===== src/rtl/frame_power_meter_pkg.sv =====
// Shared types and sizing helpers for the frame power meter and related level blocks.
package frame_power_meter_pkg;

    localparam int unsigned SAMPLE_W_DEF = 24;

    typedef logic signed [SAMPLE_W_DEF-1:0] sample_t;

    typedef enum logic {
        SlotEmpty,
        SlotFull
    } slot_state_e;

    // A frame of 2^len_log2 squares of sample_w-bit samples never exceeds this width.
    function automatic int unsigned acc_width(input int unsigned sample_w,
                                              input int unsigned len_log2);
        return 2 * sample_w + len_log2;
    endfunction

endpackage


===== src/rtl/frame_power_meter_if.sv =====
// Sample stream in, frame result out through a valid/ready register.
interface frame_power_meter_if
    import frame_power_meter_pkg::*;
#(
    parameter int unsigned SAMPLE_W = SAMPLE_W_DEF,
    parameter int unsigned OUT_W    = 48
);
    logic signed [SAMPLE_W-1:0] sample_i;
    logic                       sample_valid_i;
    logic [OUT_W-1:0]           power_o;
    logic [SAMPLE_W-1:0]        peak_o;
    logic                       power_valid_o;
    logic                       power_ready_i;
    logic                       overrun_o;
    logic [15:0]                frame_count_o;

    modport slave (
        input  sample_i, sample_valid_i, power_ready_i,
        output power_o, peak_o, power_valid_o, overrun_o, frame_count_o
    );

    modport master (
        output sample_i, sample_valid_i, power_ready_i,
        input  power_o, peak_o, power_valid_o, overrun_o, frame_count_o
    );
endinterface


===== src/rtl/sq_mag_stage.sv =====
// Registered magnitude and square of a signed sample; valid/last ride along unchanged.
module sq_mag_stage #(
    parameter int unsigned SAMPLE_W = 24
) (
    input  logic                       clk_i,
    input  logic                       rst_i,
    input  logic signed [SAMPLE_W-1:0] sample_i,
    input  logic                       valid_i,
    input  logic                       last_i,
    output logic [SAMPLE_W-1:0]        mag_o,
    output logic [2*SAMPLE_W-1:0]      sq_o,
    output logic                       valid_o,
    output logic                       last_o
);
    logic [SAMPLE_W-1:0]   mag_d, mag_q;
    logic [2*SAMPLE_W-1:0] mag_ext;
    logic [2*SAMPLE_W-1:0] sq_d, sq_q;
    logic                  valid_q, last_q;

    always_comb begin
        // Negating the most negative code wraps to 100..0, which read unsigned is 2^(SAMPLE_W-1).
        mag_d   = sample_i[SAMPLE_W-1] ? SAMPLE_W'(-sample_i) : SAMPLE_W'(sample_i);
        mag_ext = {{SAMPLE_W{1'b0}}, mag_d};
        sq_d    = mag_ext * mag_ext;
    end

    always_ff @(posedge clk_i) begin
        if (rst_i) begin
            mag_q   <= '0;
            sq_q    <= '0;
            valid_q <= 1'b0;
            last_q  <= 1'b0;
        end else begin
            mag_q   <= mag_d;
            sq_q    <= sq_d;
            valid_q <= valid_i;
            last_q  <= valid_i && last_i;
        end
    end

    assign mag_o   = mag_q;
    assign sq_o    = sq_q;
    assign valid_o = valid_q;
    assign last_o  = last_q;

endmodule


===== src/rtl/frame_power_meter.sv =====
// Mean power and peak magnitude over fixed frames of 2^FRAME_LEN_LOG2 samples,
// presented through a single-entry valid/ready result register.
module frame_power_meter
    import frame_power_meter_pkg::*;
#(
    parameter int unsigned SAMPLE_W       = SAMPLE_W_DEF,
    parameter int unsigned FRAME_LEN_LOG2 = 10,
    parameter int unsigned OUT_W          = 48
) (
    input logic                clk_i,
    input logic                rst_i,
    frame_power_meter_if.slave meter_io
);
    localparam int unsigned ACC_W = acc_width(SAMPLE_W, FRAME_LEN_LOG2);
    localparam int unsigned SQ_W  = 2 * SAMPLE_W;

    // S1: sample capture and frame position
    logic [FRAME_LEN_LOG2-1:0]  cnt_q;
    logic signed [SAMPLE_W-1:0] s1_sample_q;
    logic                       s1_valid_q;
    logic                       s1_last_q;

    always_ff @(posedge clk_i) begin
        if (rst_i) begin
            cnt_q       <= '0;
            s1_sample_q <= '0;
            s1_valid_q  <= 1'b0;
            s1_last_q   <= 1'b0;
        end else begin
            s1_valid_q <= meter_io.sample_valid_i;
            s1_last_q  <= meter_io.sample_valid_i && (cnt_q == '1);
            if (meter_io.sample_valid_i) begin
                cnt_q       <= cnt_q + FRAME_LEN_LOG2'(1);
                s1_sample_q <= meter_io.sample_i;
            end
        end
    end

    // S2: magnitude and square
    logic [SAMPLE_W-1:0] s2_mag;
    logic [SQ_W-1:0]     s2_sq;
    logic                s2_valid;
    logic                s2_last;

    sq_mag_stage #(
        .SAMPLE_W (SAMPLE_W)
    ) u_sq_mag (
        .clk_i    (clk_i),
        .rst_i    (rst_i),
        .sample_i (s1_sample_q),
        .valid_i  (s1_valid_q),
        .last_i   (s1_last_q),
        .mag_o    (s2_mag),
        .sq_o     (s2_sq),
        .valid_o  (s2_valid),
        .last_o   (s2_last)
    );

    // S3: accumulate and track peak; the last sample folds straight into the result
    logic [ACC_W-1:0]    acc_q, acc_d, frame_sum, frame_mean;
    logic [SAMPLE_W-1:0] run_peak_q, run_peak_d, frame_peak;
    logic                frame_done;

    always_comb begin
        frame_sum  = acc_q + ACC_W'(s2_sq);
        frame_mean = frame_sum >> FRAME_LEN_LOG2;
        frame_peak = (s2_mag > run_peak_q) ? s2_mag : run_peak_q;
        frame_done = s2_valid && s2_last;
        acc_d      = acc_q;
        run_peak_d = run_peak_q;
        if (s2_valid) begin
            acc_d      = s2_last ? '0 : frame_sum;
            run_peak_d = s2_last ? '0 : frame_peak;
        end
    end

    always_ff @(posedge clk_i) begin
        if (rst_i) begin
            acc_q      <= '0;
            run_peak_q <= '0;
        end else begin
            acc_q      <= acc_d;
            run_peak_q <= run_peak_d;
        end
    end

    // Result slot
    slot_state_e      slot_q, slot_d;
    logic             load_result;
    logic             drop_result;
    logic [OUT_W-1:0] power_q;
    logic [SAMPLE_W-1:0] peak_q;
    logic             overrun_q;
    logic [15:0]      frame_count_q;

    always_ff @(posedge clk_i) begin
        if (rst_i) begin
            slot_q <= SlotEmpty;
        end else begin
            slot_q <= slot_d;
        end
    end

    always_comb begin
        slot_d = slot_q;
        case (slot_q)
            SlotEmpty: if (frame_done) slot_d = SlotFull;
            SlotFull:  if (!frame_done && meter_io.power_ready_i) slot_d = SlotEmpty;
            default:   slot_d = SlotEmpty;
        endcase
    end

    always_comb begin
        // A full slot being consumed this cycle can take the new result in its place.
        load_result = frame_done && ((slot_q == SlotEmpty) || meter_io.power_ready_i);
        drop_result = frame_done && (slot_q == SlotFull) && !meter_io.power_ready_i;
        meter_io.power_valid_o = (slot_q == SlotFull);
        meter_io.power_o       = power_q;
        meter_io.peak_o        = peak_q;
        meter_io.overrun_o     = overrun_q;
        meter_io.frame_count_o = frame_count_q;
    end

    always_ff @(posedge clk_i) begin
        if (rst_i) begin
            power_q       <= '0;
            peak_q        <= '0;
            overrun_q     <= 1'b0;
            frame_count_q <= '0;
        end else begin
            if (load_result) begin
                power_q <= OUT_W'(frame_mean);
                peak_q  <= frame_peak;
            end
            if (drop_result) begin
                overrun_q <= 1'b1;
            end
            if (frame_done) begin
                frame_count_q <= frame_count_q + 16'd1;
            end
        end
    end

endmodule

===== src/flat_wrapper.sv =====
// flat-port wrapper written by rule: the top's interface ports become plain ports
module frame_power_meter_flat import frame_power_meter_pkg::*;
#(
    parameter int unsigned SAMPLE_W       = SAMPLE_W_DEF,
    parameter int unsigned FRAME_LEN_LOG2 = 10,
    parameter int unsigned OUT_W          = 48
)
  (clk_i, rst_i, meter_io_sample_i, meter_io_sample_valid_i, meter_io_power_ready_i, meter_io_power_o, meter_io_peak_o, meter_io_power_valid_o, meter_io_overrun_o, meter_io_frame_count_o);
  frame_power_meter_if #(.SAMPLE_W(SAMPLE_W), .OUT_W(OUT_W)) meter_io_i ();
  input logic clk_i;
  input logic rst_i;
  input wire logic [$bits(meter_io_i.sample_i)-1:0] meter_io_sample_i;
  input wire logic [$bits(meter_io_i.sample_valid_i)-1:0] meter_io_sample_valid_i;
  input wire logic [$bits(meter_io_i.power_ready_i)-1:0] meter_io_power_ready_i;
  output wire logic [$bits(meter_io_i.power_o)-1:0] meter_io_power_o;
  output wire logic [$bits(meter_io_i.peak_o)-1:0] meter_io_peak_o;
  output wire logic [$bits(meter_io_i.power_valid_o)-1:0] meter_io_power_valid_o;
  output wire logic [$bits(meter_io_i.overrun_o)-1:0] meter_io_overrun_o;
  output wire logic [$bits(meter_io_i.frame_count_o)-1:0] meter_io_frame_count_o;
  assign meter_io_i.sample_i = meter_io_sample_i;
  assign meter_io_i.sample_valid_i = meter_io_sample_valid_i;
  assign meter_io_i.power_ready_i = meter_io_power_ready_i;
  assign meter_io_power_o = meter_io_i.power_o;
  assign meter_io_peak_o = meter_io_i.peak_o;
  assign meter_io_power_valid_o = meter_io_i.power_valid_o;
  assign meter_io_overrun_o = meter_io_i.overrun_o;
  assign meter_io_frame_count_o = meter_io_i.frame_count_o;
  frame_power_meter #(.SAMPLE_W(SAMPLE_W), .FRAME_LEN_LOG2(FRAME_LEN_LOG2), .OUT_W(OUT_W)) u_core (.clk_i(clk_i), .rst_i(rst_i), .meter_io(meter_io_i));
endmodule

===== config.mk =====
export PLATFORM = sky130hd
export DESIGN_NAME = frame_power_meter_flat
export DESIGN_NICKNAME = d
export VERILOG_FILES = /design/src/rtl/frame_power_meter_pkg.sv /design/src/rtl/frame_power_meter_if.sv /design/src/rtl/sq_mag_stage.sv /design/src/rtl/frame_power_meter.sv /design/src/flat_wrapper.sv
export SDC_FILE = /design/constraint.sdc
export NUM_CORES = 2
export LEC_CHECK = 0
export ABC_CLOCK_PERIOD_IN_PS = 26700
export BUFFER_PORTS_ARGS = -buffer_cell sky130_fd_sc_hd__buf_2
export CAP_MARGIN = 20
export CORE_MARGIN = 2
export CORE_UTILIZATION = 35
export CTS_CLUSTER_DIAMETER = 100
export DETAILED_ROUTE_END_ITERATION = 10
export HOLD_SLACK_MARGIN = 0.12
export PLACE_DENSITY = 0.54
export RECOVER_POWER = 50
export SLEW_MARGIN = 10
export SYNTH_ARGS = -nofsm -noshare
export SYNTH_HDL_FRONTEND = slang
export SYNTH_HIERARCHICAL = 1
export SYNTH_SLANG_ARGS = --single-unit

===== constraint.sdc =====
create_clock -name clk_i -period 26.7 [get_ports clk_i]
set_input_delay 5.34 -clock clk_i [delete_from_list [all_inputs] [get_ports clk_i]]
set_output_delay 5.34 -clock clk_i [all_outputs]
set_load 0.005 [all_outputs]

# After elaboration in Yosys (flattened, before gate mapping)
# Index checks and enable logic that the tools add are counted.
# word_totals
output_inout_bits	90
input_bits	28
reg_bits	282
# op_classes
order_cmp	1
bitwise_logic	1
n_addsub	4
muxes	7
n_eq_ne	1
reduce_logical	10
n_mul	1
# op_table
cell	count
24-bit two-way mux	3
58-bit by 48-bit adder with 58-bit output	1
58-bit two-way mux	1
24-bit by 24-bit multiplier with 48-bit output	1
24-bit greater-than comparator	1
24-bit negator	1
16-bit by 1-bit adder with 16-bit output (second input constant)	1
10-bit by 1-bit adder with 10-bit output (second input constant)	1
10-bit == test (second input constant)	1
1-bit logical AND	7
1-bit zero test	2
1-bit two-way mux	2
1-bit one-hot mux with 2 select lines	1
1-bit logical OR	1
1-bit NOT	1

# Longest topological paths before layout
# depth
ltp_word	5
depth_mapped	37
depth_no_buf	33

# Hierarchy
# The synthesis kept the hierarchy.
# modules_own_cells
module	cells_each	area_per_inst_um2	n_inst
sq_mag_stage	1973	18153.7	1
frame_power_meter	1322	11263.3	1

# Least setup slack after synthesis
# No wires, ideal clock.
# synth_timing
path_kind	reg-to-reg
startpoint	reg u_core.s1_sample_q[0]
endpoint	reg u_core.u_sq_mag.sq_q[36], in the netlist u_core/u_sq_mag/sq_o[36]
setup_ps	121
t_arrival_ps	8351
path_stages_with_launch	35
path_buffers	3
path_slack_ps	18228
period_less_slack_ps	8472
path_cell_list	dfxtp_1 -> buf_6 -> inv_1 -> clkbuf_1 -> ha_1 -> nand2b_1 -> or4_4 -> nand2b_1 -> or2_4 -> o31ai_4 -> xor2_2 -> inv_2 -> buf_6 -> nand2_1 -> fa_1 -> inv_1 -> fa_1 -> fa_1 -> inv_1 -> fa_1 -> inv_1 -> fa_1 -> fa_1 -> inv_1 -> fa_1 -> inv_1 -> ha_1 -> a211oi_1 -> nor2_1 -> o311ai_0 -> nand3_1 -> a31oi_1 -> o221ai_1 -> a31oi_1 -> mux2_2
# synth_via
elab_chain_cells	3
# synth_lines
element	line	text
start: declaration	frame_power_meter.sv:19	logic signed [SAMPLE_W-1:0] s1_sample_q;
start signal: assignment	frame_power_meter.sv:34	s1_sample_q <= meter_io.sample_i;
24-bit negator	sq_mag_stage.sv:22	mag_d = sample_i[SAMPLE_W-1] ? SAMPLE_W'(-sample_i) : SAMPLE_W'(sample_i);
24-bit two-way mux	sq_mag_stage.sv:22	
via u_core.u_sq_mag.mag_d[18]	sq_mag_stage.sv:15	logic [SAMPLE_W-1:0] mag_d, mag_q;
24-bit by 24-bit multiplier with 48-bit output	sq_mag_stage.sv:24	sq_d = mag_ext * mag_ext;
end signal: assignment	sq_mag_stage.sv:35	sq_q <= sq_d;
end: declaration	sq_mag_stage.sv:17	logic [2*SAMPLE_W-1:0] sq_d, sq_q;
# The timed path passes the listed nets, and every way through them passes these cells.
# A chain may end at the register's enable or synchronous reset.

==> summary.md <==
| Metric | Value |
|---|---|
| Synth cell types | `105` |
| Yosys reg bits | `280` |
| Largest net degree at the start of global routing | `~130` |
| Most area-consuming cells after synthesis | `fa_1 (29%), dfxtp_1 (19%), ha_1 (10%)` |
| Synth top cells by count | `inv_1 (596), fa_1 (425), nor2_1 (362)` |
| Outcome | `finished with violations` |
| Max-Cap Viols | `2` |
| Fraction of layout cells with a size suffix above 1 | `around 7.3%` |
| Layout area overhead | `10.1%` |
| CP max stage delay | `3730 ps` |
| Residual DRC | `0` |
| Average footprint of a synthesized cell | `roughly 8.9 um2` |
| Unrepaired setup endpoints after global routing | `false` |
| Cell area after synthesis | `approximately 30,000 um2` |
| Total grt overflow | `0` |
| Fmax | `roughly 77 MHz` |
| Crit Path Max Fanout | `roughly 120` |
| DRT iter0 DRCs | `1,343` |
| Maximum vdd drop | `between 0.09 and 0.1 mV` |
| Worst slew pin tran | `5430 ps` |
| Post-DP Area | `between 30,000 and 40,000 um2` |
| TritonRoute pass-1 iters | `5` |
| Detailed Place HPWL | `63.6 mm` |
| Layout Nets | `between 4,000 and 5,000` |
| Final Hold Vio Count | `0` |
| Setup-failing EPs final | `0` |
| Setup TNS | `0 ps` |
| Num rows | `about 110` |
| Placer congestion estimate | `approximately 0.86` |
| Gr usage total | `between 10% and 20%` |
| Core Area | `83,400 um2` |
| Placed cells | `between 4,000 and 5,000` |
| H-tree depth | `2` |
| Die height | `294 um` |
| Register area | `between 5000 and 6000 um2` |
| Initial Util | `a little over a third` |
| Worst skew pair latency | `~560 ps` |
| Multi-input logic area | `~21,000 um2` |
| Vias in the first global route | `22,800` |
| Worst Hold Class | `register to register` |
| Number of synthesized flops with an enable pin | `0` |
| Root buffer cell | `clkbuf_16` |
| CP Class | `input pin to register` |
| Clock tree sinks | `280` |
| Max-slew violation count | `195` |
| Num CTS Buffers | `37` |
| Layout Cells excl Fill | `~4,500` |
| Ys flop type | `dfxtp_1` |
| Register area share after synthesis | `about a fifth` |
| Clock transition at path regs | `60 ps` |
| Pwr dens | `between 100 and 150 nW/um2` |
| CTS tree | `done` |
| WL per Instance | `between 15 and 20 um` |
| Startpoint types | `input pin` |
| Post-DRT Antenna Nets | `0` |
| Initial antenna violation count | `2` |
| Violated checks | `capacitance limit, slew limit` |
| Vias | `22,300` |
| Mapped Cells | `3,295` |
| Critical-path cell list | `clkbuf_1 -> clkbuf_1 -> buf_4 -> nor4_2 -> buf_4 -> a22o_1` |
| Final instance area | `between 30,000 and 40,000 um2` |
| Post-Route WL | `between 80 and 90 mm` |
| Fillers | `8,542` |
| Worst setup EP type | `register` |
| Slowest cell on the critical path | `clkbuf_1` |
| Post-CTS Hold Buffers | `0` |
| Dominant cell type by area after synthesis | `fa_1` |
| YS warnings | `6` |
| Leakage power | `15.9 nW` |
| Die X | `about 290 um` |
| Diode count | `0` |
| Final period util | `48.5%` |
| Buffers added on ports | `~120` |
| Post-CTS Setup Inserts | `0` |
| Cell with the most instances after synthesis | `inv_1` |
| Area fraction of the dominant cell type after synthesis | `approximately 29%` |
| Tmin final | `approximately 13,000 ps` |
| Ys async rst share | `0%` |
| Critical path data required time | `about 27,000 ps` |
| Slew margin rel. | `-262%` |
| Io pins | `118` |
| Die Footprint | `~86,000 um2` |
| Via/cell ratio | `4.98` |
| First-pass GRT wire length | `about 130 mm` |
| Setup Skew | `between 20 and 25 ps` |
| Max Root-Sink Buffers | `3` |
| Arrival @ worst endpoint | `roughly 13,000 ps` |
| Post-CTS Resized | `0` |
-- critical path: cells and delay by family --
| kind | cells | cell delay (ps) |
|---|---|---|
| AO/OA/AOI/OAI | 1 | 260 |
| buffers and inverters | 4 | 7560 |
| AND/OR/NAND/NOR | 1 | 120 |
-- flip-flops by register name, summed over array words and instances (netlist names) --
name                           count
u_core/meter_io.power_o           48
u_core/meter_io.overrun_o          1
u_core/meter_io.power_valid_o      1
u_core/acc_q                      58
u_core/s1_last_q                   1
u_core/s1_sample_q                24
u_core/u_sq_mag/mag_o             24
u_core/meter_io.frame_count_o     16
u_core/u_sq_mag/valid_o            1
u_core/meter_io.peak_o            24
u_core/run_peak_q                 24
u_core/cnt_q                      10
u_core/u_sq_mag/sq_o              46
u_core/s1_valid_q                  1
u_core/u_sq_mag/last_o             1
-- worst paths after layout --
check                        startpoint                       end  slack [ps]  cells past startpoint
hold / removal         u_core/s1_last_q    u_core/u_sq_mag/last_o         430                      1
setup reg to reg  u_core/s1_sample_q[0]  u_core/u_sq_mag/sq_o[43]       16250                     26
setup / recovery                  rst_i     u_core/run_peak_q[18]       13740                      6
hold reg to reg        u_core/s1_last_q    u_core/u_sq_mag/last_o         430                      1
-- kinds of logic after synthesis --
family	Yosys count	synth area share, %
DFF	280	19.1
AOI/OAI and AO/OA	513	12.0
buffers and inverters	750	9.98
other	2	0.0255
adders and majority gates	669	39.3
and+or+nand+nor	895	13.6
xor gates and xnor gates	127	4.00
muxes	59	2.03
-- layer usage --
metal	GRT usage, %	vias up	routed length [um]
met5	0	-	0
met4	4.04	0	1490
met3	2.28	78	4090
met2	30.3	528	35600
met1	28.2	10900	40300
li1	-	10700	-
-- through the flow --
stage          hold WS, ps  power (mW)  worst slack (ps)  utilization (%)
2_1_floorplan          406        2.20             18230                -
3_3_place_gp           411        2.78             16720             37.3
3_5_place_dp           418        2.78             16470             37.3
4_1_cts                432        3.37             16470             38.9
5_1_grt                467        3.72             12870             38.8
6_report               434        3.36             13740             38.8
-- report_power, final --
part | total [mW] | switching, mW | internal, mW
logic | 2.32 | 1.40 | 0.913
clock network | 0.558 | 0.212 | 0.346
registers | 0.488 | 0.0238 | 0.464
-- cells in the final DEF (no fill, tap or decap), types with 10 or more instances in the layout --
cell type,synthesis,final
inv_1,596,596
fa_1,425,425
nor2_1,362,359
nand2_1,295,294
dfxtp_1,280,280
ha_1,244,244
a21oi_1,136,135
buf_2,9,65
o21ai_0,64,64
a21o_1,64,64
xnor2_1,64,63
clkbuf_1,97,56
xor2_1,56,54
mux2i_1,54,54
nand3_1,44,44
a211oi_1,40,40
clkbuf_16,0,37
a22oi_1,36,36
buf_4,8,33
nand4_1,31,31
nor3_1,30,30
a22o_1,26,26
a31oi_1,21,21
nor2b_1,19,19
and3_1,18,18
conb_1,2,18
o21a_1,15,15
inv_2,15,15
o21bai_1,14,14
o31ai_1,14,14
or4_1,13,13
o211ai_1,12,12
nand2_2,10,11
nand2b_1,10,10
and2_1,12,10
-- final cells by class --
cell class                 instances  area share (%)
clock inverter                    25            1.24
multi-input combinational       2281            64.8
sequential                       280            17.3
inverter                         615            7.12
clock buffer                      42            3.01
timing repair buffer             152            2.39
tap                             1080            4.17
No activity file was read; power rests on OpenSTA's default activity.
